<file path="config.mk">
export PLATFORM = sky130hd
export DESIGN_NAME = fifo_ctrl_flat
export DESIGN_NICKNAME = d
export VERILOG_FILES = /design/src/rtl/fifo_ctrl_if.sv /design/src/rtl/fifo_ctrl.sv /design/src/flat_wrapper.sv
export SDC_FILE = /design/constraint.sdc
export NUM_CORES = 1
export LEC_CHECK = 0
export BUFFER_PORTS_ARGS = -buffer_cell sky130_fd_sc_hd__buf_2
export CORE_AREA = 5 5 42 44
export CTS_CLUSTER_SIZE = 10
export DETAILED_ROUTE_END_ITERATION = 8
export DIE_AREA = 0 0 47 49
export PLACE_DENSITY = 0.71
export SLEW_MARGIN = 20
export SYNTH_ARGS = -nofsm -noshare
export SYNTH_HDL_FRONTEND = slang
export SYNTH_SLANG_ARGS = --single-unit
</file>
<file path="constraint.sdc">
create_clock -name clk -period 2.1 [get_ports clk]
set_input_delay 0.42 -clock clk [delete_from_list [all_inputs] [get_ports clk]]
set_output_delay 0.42 -clock clk [all_outputs]
set_load 0.005 [all_outputs]
</file>
<file path="src/rtl/fifo_ctrl_if.sv">
// Handshake bundle between a producer/consumer and fifo_ctrl.
// The master modport is the user side; the slave modport is the controller.
interface fifo_ctrl_if #(
    parameter int w = 2
);
    logic         wr;
    logic         rd;
    logic         clr_err;
    logic         wr_en;
    logic [w-1:0] w_addr;
    logic [w-1:0] r_addr;
    logic         full;
    logic         empty;
    logic         almost_full;
    logic         almost_empty;
    logic [w:0]   count;
    logic         rd_valid;
    logic         overflow;
    logic         underflow;

    modport master (
        output wr, rd, clr_err,
        input  wr_en, w_addr, r_addr, full, empty, almost_full, almost_empty,
               count, rd_valid, overflow, underflow
    );

    modport slave (
        input  wr, rd, clr_err,
        output wr_en, w_addr, r_addr, full, empty, almost_full, almost_empty,
               count, rd_valid, overflow, underflow
    );
endinterface

</file>
<file path="src/rtl/fifo_ctrl.sv">
// Pointer/status controller that turns an external regfile into a 2**w deep FIFO.
// Status is derived from the registered occupancy count; only wr_en is combinational.
module fifo_ctrl #(
    parameter int w      = 2,
    parameter int AF_LVL = 3,
    parameter int AE_LVL = 1
) (
    input logic        clk,
    input logic        reset,
    fifo_ctrl_if.slave bus
);
    localparam logic [w:0] DEPTH_C = (w+1)'(2**w);
    localparam logic [w:0] AF_C    = (w+1)'(AF_LVL);
    localparam logic [w:0] AE_C    = (w+1)'(AE_LVL);

    logic [w-1:0] r_w_ptr;
    logic [w-1:0] r_r_ptr;
    logic [w:0]   r_count;
    logic         r_rd_valid;
    logic         r_overflow;
    logic         r_underflow;

    logic w_full;
    logic w_empty;
    logic w_rd_acc;
    logic w_wr_acc;

    assign w_full   = (r_count == DEPTH_C);
    assign w_empty  = (r_count == '0);
    assign w_rd_acc = bus.rd & ~w_empty;
    // A pop in the same cycle frees the slot, so a full FIFO still takes the write.
    assign w_wr_acc = bus.wr & (~w_full | w_rd_acc);

    // NOTE: sequential state uses non-blocking assignments so every register
    // samples the pre-edge values, matching the regfile's read-old-data timing.
    always_ff @(posedge clk or posedge reset) begin
        if (reset) begin
            r_w_ptr     <= '0;
            r_r_ptr     <= '0;
            r_count     <= '0;
            r_rd_valid  <= 1'b0;
            r_overflow  <= 1'b0;
            r_underflow <= 1'b0;
        end else begin
            if (w_wr_acc) r_w_ptr <= r_w_ptr + 1'b1;
            if (w_rd_acc) r_r_ptr <= r_r_ptr + 1'b1;
            if (w_wr_acc && !w_rd_acc)      r_count <= r_count + 1'b1;
            else if (!w_wr_acc && w_rd_acc) r_count <= r_count - 1'b1;
            r_rd_valid <= w_rd_acc;
            // Error set takes priority over a simultaneous clear.
            r_overflow  <= (bus.wr & ~w_wr_acc) | (r_overflow  & ~bus.clr_err);
            r_underflow <= (bus.rd & w_empty)   | (r_underflow & ~bus.clr_err);
        end
    end

    assign bus.wr_en        = w_wr_acc;
    assign bus.w_addr       = r_w_ptr;
    assign bus.r_addr       = r_r_ptr;
    assign bus.count        = r_count;
    assign bus.full         = w_full;
    assign bus.empty        = w_empty;
    assign bus.almost_full  = (r_count >= AF_C);
    assign bus.almost_empty = (r_count <= AE_C);
    assign bus.rd_valid     = r_rd_valid;
    assign bus.overflow     = r_overflow;
    assign bus.underflow    = r_underflow;
endmodule
</file>
<file path="src/flat_wrapper.sv">
// flat-port wrapper written by rule: the top's interface ports become plain ports
module fifo_ctrl_flat 
#(
    parameter int w      = 2,
    parameter int AF_LVL = 3,
    parameter int AE_LVL = 1
)
  (clk, reset, bus_wr, bus_rd, bus_clr_err, bus_wr_en, bus_w_addr, bus_r_addr, bus_full, bus_empty, bus_almost_full, bus_almost_empty, bus_count, bus_rd_valid, bus_overflow, bus_underflow);
  fifo_ctrl_if #(.w(w)) bus_i ();
  input logic clk;
  input logic reset;
  input wire logic [$bits(bus_i.wr)-1:0] bus_wr;
  input wire logic [$bits(bus_i.rd)-1:0] bus_rd;
  input wire logic [$bits(bus_i.clr_err)-1:0] bus_clr_err;
  output wire logic [$bits(bus_i.wr_en)-1:0] bus_wr_en;
  output wire logic [$bits(bus_i.w_addr)-1:0] bus_w_addr;
  output wire logic [$bits(bus_i.r_addr)-1:0] bus_r_addr;
  output wire logic [$bits(bus_i.full)-1:0] bus_full;
  output wire logic [$bits(bus_i.empty)-1:0] bus_empty;
  output wire logic [$bits(bus_i.almost_full)-1:0] bus_almost_full;
  output wire logic [$bits(bus_i.almost_empty)-1:0] bus_almost_empty;
  output wire logic [$bits(bus_i.count)-1:0] bus_count;
  output wire logic [$bits(bus_i.rd_valid)-1:0] bus_rd_valid;
  output wire logic [$bits(bus_i.overflow)-1:0] bus_overflow;
  output wire logic [$bits(bus_i.underflow)-1:0] bus_underflow;
  assign bus_i.wr = bus_wr;
  assign bus_i.rd = bus_rd;
  assign bus_i.clr_err = bus_clr_err;
  assign bus_wr_en = bus_i.wr_en;
  assign bus_w_addr = bus_i.w_addr;
  assign bus_r_addr = bus_i.r_addr;
  assign bus_full = bus_i.full;
  assign bus_empty = bus_i.empty;
  assign bus_almost_full = bus_i.almost_full;
  assign bus_almost_empty = bus_i.almost_empty;
  assign bus_count = bus_i.count;
  assign bus_rd_valid = bus_i.rd_valid;
  assign bus_overflow = bus_i.overflow;
  assign bus_underflow = bus_i.underflow;
  fifo_ctrl #(.w(w), .AF_LVL(AF_LVL), .AE_LVL(AE_LVL)) u_core (.clk(clk), .reset(reset), .bus(bus_i));
endmodule
</file>
==> results.md, run 1 <==
- Yosys top cell by area: dfrtp_1
- Sequential share of the synthesized area: 0.478
- Cells after Synth: 50
- Pre-CTS setup slack: 0.274 ns
- Final min period: 1.90 ns
- Overflow after GRT: 0
- CP max stage delay: 0.44 ns
- Port-buffer cells: 19
- Status: complete, no violations
- Slowest cell on the critical path: dfrtp_1
- Max Buffers Root-to-Sink: 2
- H-tree depth: 1
- Yosys reg bits: 10
- Post-DP Area: 638 µm²
- Full die area: 2300 µm²
- Design area: 661 µm²
- Adder-Cell Fraction of Synth Area: 0.144
- Total Neg Setup Slack: 0 ns
- N_diodes: 0
- Synth area leaders: dfrtp_1, ha_1, xnor2_1, inv_1, xor2_1
- Max Cap Viol: 0
- Compound-Gate Fraction of Synth Area: 0.0957
- Number of core rows: 14
- Routed vias: 396
- Reg area: 250 µm²
- Final Net Count: 85
- Die Span Y: 49 µm
- Area of the multi-input gates: 243 µm²
- Gr usage total: 0.102
- Clk_lat worst skew: 0.26 ns
- Worst Hold Class: primary input to async pin
- LEAKAGE: 0.369 nW
- Clock sinks: 10
- Final hold vios: 0
- Syn_area_per_cell: 10.5 µm²
- Final ANT Viol Nets: 0
- Final estimated routing congestion in global placement: 0.792
- Total Routed Length: 1.01 mm
- Simple-Gate Fraction of Synth Area: 0.124
- Drt first-iter violations: 5
- Layout cells sized above 1: 0.319
- Hold buffers post-CTS: 0
- Setup repair bufs after CTS: 0
- Post-CTS Resized: 0
- Root Buffer: clkbuf_4
- First-pass GRT wire length: 1.68 mm
- Setup ws final: 0.197 ns
- Power density over cell area: 1430 nW/µm²
- Mapped Area: 523 µm²
- Synth top area share: 0.478
- Final hold slack: 0.114 ns
- Core box area: 1400 µm²
- Worst slew margin: 0.760
- Warnings from Yosys: 0
- Max Slew Vio Count: 0
- CTS tree: yes
- # setup viols final: 0
- Post-synthesis cell type count: 17
- Crit path kind: flip-flop to output port
- Detailed Routing Iterations Pass 1: 2
- Wire per inst: 11.4 µm
- Post-Syn Nets: 61
- Worst Skew: 0.00173 ns
- Unrepaired setup endpoints after global routing: false
- Critical path required time: 1.68 ns
- Initial Utilization: 0.373
- Initial antenna violation count: 0
- Commonest non-fill, non-tap cell in the layout: buf_2
- Achievable frequency: 525 MHz
- Die span in x: 47 µm
- Fillers: 140
- Vias per Instance: 4.50
- Layout area overhead: 26.3%
- DRC violations left: 0
- Slew @ Worst Pin: 0.359 ns
- CP Max Fanout: 5
- VDD IR max: 0.000668 V
- I/O pin total: 20
- PnR Total Power: 0.000943 W
- Largest family of logic cells by synthesized area: adder cells
- Clk slew on worst S/H paths: 0.06 ns
- Pin count of the biggest net entering global routing: 11
- Startpoint types: flip-flop
- HPWL Detailed: 819 µm
- CTS Buf Count: 3
- Crit path DAT: 1.48 ns
- Synth Area in XOR/XNOR: 0.100
- Worst-path cell chain: inv_1 -> ha_1 -> nand3b_1 -> and2_4 -> buf_2
- Vias in the first global route: 380
- CP endpoint kind: output port
- Crit share post-route: 0.906
- Mux share of post-synthesis cell area: 0
- Most frequent cells in the layout: buf_2, dfrtp_1, inv_1
-- worst paths after layout --
kind	startpoint	end	slack, ns	cells after the start
setup / recovery	u_core.bus.count[0]	bus_wr_en	0.20	5
min in group clk	bus_wr	u_core.bus.overflow	0.41	3
setup reg to reg	u_core.bus.count[0]	u_core.bus.count[2]	0.27	7
hold reg to reg	u_core.bus.w_addr[1]	u_core.bus.w_addr[1]	0.46	1
hold / removal	reset	u_core.bus.r_addr[0]	0.11	2
max in group asynchronous	reset	u_core.bus.w_addr[0]	1.73	2
-- metal layers --
layer  part of all wire  wire (µm)  vias to the layer above  GRT usage
met5                  0          0                        -          0
met4              0.013         13                        0     0.0276
met3               0.10        104                        2     0.0664
met2               0.41        410                       15      0.133
met1               0.47        477                      174      0.135
li1                   -          -                      205          -
-- synthesized netlist by cell type --
library cell,n
dfrtp_1,10
nor2_1,2
inv_1,8
xor2_1,2
o21ai_0,2
o2bb2ai_1,1
ha_1,6
nand2_1,3
and2_4,1
nand2b_1,1
xnor2_1,4
o21bai_1,1
a21oi_1,3
and2_1,1
nand3_1,2
nand3b_1,2
a22o_1,1
-- where the power goes --
group	leakage (nW)	internal (W)	switching, W
clock	0.0138	0.0000660	0.0000611
sequential	0.120	0.000280	0.0000843
combinational	0.235	0.000234	0.000217
total	0.369	0.000581	0.000363
-- area by class of cell --
| class | instances | share of cell area |
|---|---|---|
| clock buffer | 3 | 0.0341 |
| inverter | 8 | 0.0455 |
| timing repair buffer | 19 | 0.144 |
| tap | 16 | 0.0303 |
| multi-input combinational | 32 | 0.367 |
| sequential | 10 | 0.379 |
-- flip-flops by register name (all words and copies together), names as in the netlist --
| name | count |
|---|---|
| u_core.bus.count | 3 |
| u_core.bus.overflow | 1 |
| u_core.bus.r_addr | 2 |
| u_core.bus.rd_valid | 1 |
| u_core.bus.underflow | 1 |
| u_core.bus.w_addr | 2 |
-- critical path, delay by kind of cell, from the launching register on --
family | cells | cell delay [ns]
flops | 1 | 0.44
simple gates | 2 | 0.33
buf+inv | 2 | 0.25
fa+ha+maj | 1 | 0.20
-- stage by stage --
stage | util | instances
finish | 0.471 | 88
global placement | 0.455 | 85
global route | 0.471 | 88
CTS | 0.471 | 88
detailed placement | 0.455 | 85
floorplan | - | 50
-- kinds of logic after synthesis --
family                     count (synthesis)
and+or+nand+nor                           12
DFF                                       10
AOI/OAI and AO/OA                          8
buffers and inverters                      8
xor gates and xnor gates                   6
adders and majority gates                  6
(Power assumes the default switching activity.)
==> run 2: changes to the inputs <==
ABC_AREA = 1   (was default)
CORE_AREA = default   (was 5 5 42 44)
CORE_MARGIN = 5   (was default)
CORE_UTILIZATION = 45   (was default)
DIE_AREA = default   (was 0 0 47 49)
PLACE_DENSITY = 0.78   (was 0.71)
SLEW_MARGIN = default   (was 20)
==> results.md, run 2 <==
- N_diodes: 0
- Worst Hold Class: primary input to async pin
- Commonest non-fill, non-tap cell in the layout: nand2_1
- Vias in the first global route: 496
- Gr usage total: 0.135
- Crit share post-route: 0.912
- LEAKAGE: 0.466 nW
- Layout cells sized above 1: 0.273
- Startpoint types: flip-flop
- Slowest cell on the critical path: dfrtp_1
- Total Routed Length: 1.20 mm
- Sw Ratio: 0.435
- Layout area overhead: 23.4%
- Final hold vios: 0
- Top cells by count, synth: nand2_1, inv_1, dfrtp_1
- Overflow after GRT: 0
- I/O pin total: 20
- Total Neg Setup Slack: 0 ns
- Detailed Routing Iterations Pass 1: 4
- Initial antenna violation count: 0
- Die Span Y: 46.3 µm
- Wire per inst: 10.5 µm
- # setup viols final: 0
- CP Max Fanout: 5
- Top_reg_cell synth: dfrtp_1
- Max FFs per register: 3
- CP endpoint kind: output port
- HPWL Detailed: 995 µm
- Power density over cell area: 1460 nW/µm²
- Cells after Synth: 77
- Post-DP Area: 707 µm²
- Number of core rows: 13
- Port-buffer cells: 19
- Core box area: 1270 µm²
- Drt first-iter violations: 3
- Hold buffers post-CTS: 0
- Warnings from Yosys: 0
- Final min period: 1.92 ns
- Post-CTS Resized: 0
- VDD IR max: 0.000843 V
- P_sw: 0.000464 W
- Worst r2r path cells: 11
- Post-Syn Nets: 88
- Final Net Count: 112
- Reg area: 250 µm²
- Setup crit start: u_core.bus.count[0]
- Yosys reg bits: 10
- Gate power share: 0.542
- Routed vias: 511
- Seq pwr share: 0.339
- CTS tree: yes
- EDFF count, synth: 0
- Slew @ Worst Pin: 0.399 ns
- RR Startpoint: u_core.bus.count[0]
- Clk slew on worst S/H paths: 0.06 ns
- Post-synth ARST share: 1.00
- DRC violations left: 0
- Fillers: 115
- Worst slew margin: 0.733
- Synth area leaders: dfrtp_1, nand2_1, ha_1, inv_1, nand3_1
- Worst-path cell chain: inv_1 -> ha_2 -> nand3_1 -> nand2_1 -> inv_1 -> buf_2
- Max Cap Viol: 0
- Most numerous cell in the Yosys netlist: nand2_1
- PnR Total Power: 0.00107 W
- Syn_area_per_cell: 7.70 µm²
- Final estimated routing congestion in global placement: 0.835
- Achievable frequency: 522 MHz
- Max Slew Vio Count: 0
- Worst path most repeated cell: inv_1
- Root Buffer: clkbuf_4
- CP Capture Point: bus_wr_en
- Setup repair bufs after CTS: 0
- Yosys top cell by area: dfrtp_1
- Area of the multi-input gates: 274 µm²
- R2r endpoint: u_core.bus.count[2]
- Status: complete, no violations
- Max Buffers Root-to-Sink: 2
- Mapped Area: 593 µm²
- Crit path kind: flip-flop to output port
- Post-synthesis cell type count: 12
- Clock Power Share: 0.119
- Initial Utilization: 0.467
- Unrepaired setup endpoints after global routing: false
- Clock sinks: 10
- Vias per Instance: 4.48
- Worst R2R Setup Slack: 0.21 ns
- CP max stage delay: 0.43 ns
- Full die area: 2140 µm²
- Most frequent cells in the layout: nand2_1, buf_2, inv_1
- Crit path DAT: 1.50 ns
- Final hold slack: 0.129 ns
- First-pass GRT wire length: 2.01 mm
- Pin count of the biggest net entering global routing: 11
- H-tree depth: 1
- Power Internal: 0.000601 W
- Clk_lat worst skew: 0.26 ns
- Die span in x: 46.3 µm
- Design area: 732 µm²
- Sequential share of the synthesized area: 0.422
- Critical path required time: 1.68 ns
- Worst Skew: 0.00607 ns
- Synth top area share: 0.422
- CTS Buf Count: 3
- Final ANT Viol Nets: 0
[run 2: cell types whose count changed after synthesis, moves of 2 or more]
cell,delta
inv_1,+9
inv_2,+2
xor2_1,-2
nand3_1,+3
nand2_1,+23
xnor2_1,-2
nand3b_1,-2
nand2_4,+2
a21oi_1,-2
[run 2: stage by stage]
step                      instances   util  worst slack, ns
final                           114  0.577            0.184
after global routing            114  0.577           0.0214
after CTS                       114  0.575            0.142
after detailed placement        111  0.557            0.197
after global placement          111  0.557            0.299
after floorplan                  77      -            0.351
[run 2: cell families after synthesis]
logic type / share of synthesized area
adders and majority gates: 0.127
xor gates and xnor gates: 0.0295
DFF: 0.422
and+or+nand+nor: 0.257
buffers and inverters: 0.120
AOI/OAI and AO/OA: 0.0443
[run 2: power groups by stage]
stage	logic [W]	registers, W	clock network (W)
detailed placement	0.000578	0.000365	0
finish	0.000577	0.000361	0.000127
global placement	0.000555	0.000360	0
floorplan	0.000364	0.000367	0
global route	0.000669	0.000383	0.000138
CTS	0.000584	0.000362	0.000132
[run 2: worst min-delay path by stage]
stage | start | end | slack (ns) | cells after the start
final | reset | u_core.bus.count[1] | 0.13 | 2
after global routing | reset | u_core.bus.r_addr[0] | 0.18 | 2
after CTS | reset | u_core.bus.count[1] | 0.14 | 2
after detailed placement | reset | u_core.bus.count[1] | 0.42 | 2
after global placement | reset | u_core.bus.count[1] | 0.41 | 2
after floorplan | reset | u_core.bus.count[0] | 0.26 | 1
[run 2: worst max-delay path: cells and delay by family (launching register included)]
kind,cells,cell delay [ns]
flops,1,0.43
buf+inv,3,0.33
simple gates,2,0.25
fa+ha+maj,1,0.23
[run 2: area by class of cell]
class / count / share of cell area
Multi-Input combinational cell: 48 / 0.374
Clock buffer: 3 / 0.0308
Tap cell: 15 / 0.0256
Sequential cell: 10 / 0.342
Timing Repair Buffer: 19 / 0.130
Inverter: 19 / 0.0974
[run 2: per-layer routing]
metal | global-route usage | wire length [µm]
met5 | 0 | 0
met2 | 0.239 | 609
met1 | 0.156 | 486
met4 | 0.0511 | 20
met3 | 0.0273 | 86
==> run 3: changes to the inputs <==
BUFFER_PORTS_ARGS = -buffer_cell sky130_fd_sc_hd__buf_4   (was -buffer_cell sky130_fd_sc_hd__buf_2)
==> results.md, run 3 (same netlist as run 2, synthesis figures left out) <==
- PnR Total Power: 0.00120 W
- Total Routed Length: 1.27 mm
- Achievable frequency: 517 MHz
- Port-buffer cells: 19
- Clk slew on worst S/H paths: 0.07 ns
- Status: complete, no violations
- N_diodes: 0
- DRC violations left: 0
- Slew @ Worst Pin: 0.386 ns
- Crit path DAT: 1.51 ns
- Full die area: 2140 µm²
- Number of core rows: 13
- Worst slew margin: 0.742
- Max FFs per register: 3
- First-pass GRT wire length: 2.08 mm
- Core box area: 1270 µm²
- Seq pwr share: 0.309
- Die Span Y: 46.3 µm
- Unrepaired setup endpoints after global routing: false
- H-tree depth: 1
- Gr usage total: 0.143
- Max Cap Viol: 0
- Final estimated routing congestion in global placement: 0.830
- Final hold vios: 0
- Power Internal: 0.000709 W
- Pin count of the biggest net entering global routing: 11
- Detailed Routing Iterations Pass 1: 2
- CTS Buf Count: 3
- Clock sinks: 10
- Max Slew Vio Count: 0
- Final Net Count: 112
- Clk_lat worst skew: 0.27 ns
- CTS tree: yes
- Root Buffer: clkbuf_4
- VDD IR max: 0.000729 V
- Vias per Instance: 4.51
- Worst Skew: 0.000596 ns
- Final ANT Viol Nets: 0
- Commonest non-fill, non-tap cell in the layout: nand2_1
- Drt first-iter violations: 5
- Max Buffers Root-to-Sink: 2
- Wire per inst: 11.0 µm
- P_sw: 0.000488 W
- Setup repair bufs after CTS: 0
- Sw Ratio: 0.408
- Layout cells sized above 1: 0.300
- Most frequent cells in the layout: nand2_1, buf_4, inv_1
- LEAKAGE: 0.484 nW
- HPWL Detailed: 1.01 mm
- Initial Utilization: 0.467
- Total Neg Setup Slack: 0 ns
- # setup viols final: 0
- CP endpoint kind: output port
- Post-CTS Resized: 0
- Clock Power Share: 0.148
- Vias in the first global route: 469
- Critical path required time: 1.68 ns
- Fillers: 105
- Initial antenna violation count: 0
- I/O pin total: 20
- Layout area overhead: 33.8%
- Crit share post-route: 0.920
- Gate power share: 0.543
- Final min period: 1.93 ns
- Overflow after GRT: 0
- Routed vias: 519
- Worst Hold Class: primary input to async pin
- Worst r2r path cells: 11
- Startpoint types: flip-flop
- Power density over cell area: 1510 nW/µm²
- Crit path kind: flip-flop to output port
- CP Max Fanout: 5
- Die span in x: 46.3 µm
- Hold buffers post-CTS: 0
==> run 3: cell types whose count changed in the layout (fill, tap and decap cells not counted) <==
cell      previous run  this run
buf_2               19         0
buf_4                0        19
inv_1               17        15
inv_2                2         4
clkbuf_8             0         1
==> run 3: path summary, 6_finish.rpt <==
| check | start | endpoint | slack (ns) |
|---|---|---|---|
| hold reg to reg | u_core.bus.overflow | u_core.bus.overflow | 0.53 |
| setup / recovery | u_core.bus.count[0] | bus_wr_en | 0.17 |
| hold / removal | reset | u_core.bus.count[1] | 0.12 |
| max in group asynchronous | reset | u_core.bus.count[2] | 1.71 |
| setup reg to reg | u_core.bus.count[0] | u_core.bus.count[2] | 0.24 |
| min in group clk | bus_clr_err | u_core.bus.overflow | 0.33 |
==> run 3: metal layers <==
metal  global-route usage  vias to the layer above  wire, µm
li1                     -                      272         -
met5                    0                        -         0
met3               0.0352                        4        88
met4                0.119                        0        46
met1                0.165                      230       496
met2                0.220                       13       637
==> run 3: power groups by stage <==
stage	clock network, W	logic [W]	registers (W)
after CTS	0.000182	0.000650	0.000366
after global placement	0	0.000622	0.000367
final	0.000177	0.000649	0.000370
after floorplan	0	0.000364	0.000367
after detailed placement	0	0.000648	0.000371
after global routing	0.000193	0.000739	0.000388
==> run 3: area by class of cell <==
class | count | area [µm²] | area share
clock buffer | 4 | 36.3 | 0.0457
tap | 15 | 18.8 | 0.0237
multi-input combinational | 48 | 274 | 0.345
sequential | 10 | 250 | 0.315
timing repair buffer | 19 | 143 | 0.180
inverter | 19 | 71.3 | 0.0899
==> run 3: critical path: stages (launching register included) <==
cell and delay [ns]:
dfrtp_1 0.44, inv_2 0.12, ha_2 0.22, nand3_1 0.14, nand2_1 0.12, inv_1 0.06, buf_4 0.13
==> run 3: per-stage QoR <==
step	instances	setup WS [ns]	instance area (µm²)	util	hold WS (ns)
global route	115	0.0497	793	0.625	0.153
global placement	111	0.282	754	0.595	0.428
floorplan	77	0.351	593	-	0.260
finish	115	0.168	793	0.625	0.122
detailed placement	111	0.181	754	0.595	0.433
CTS	115	0.0796	791	0.623	0.138
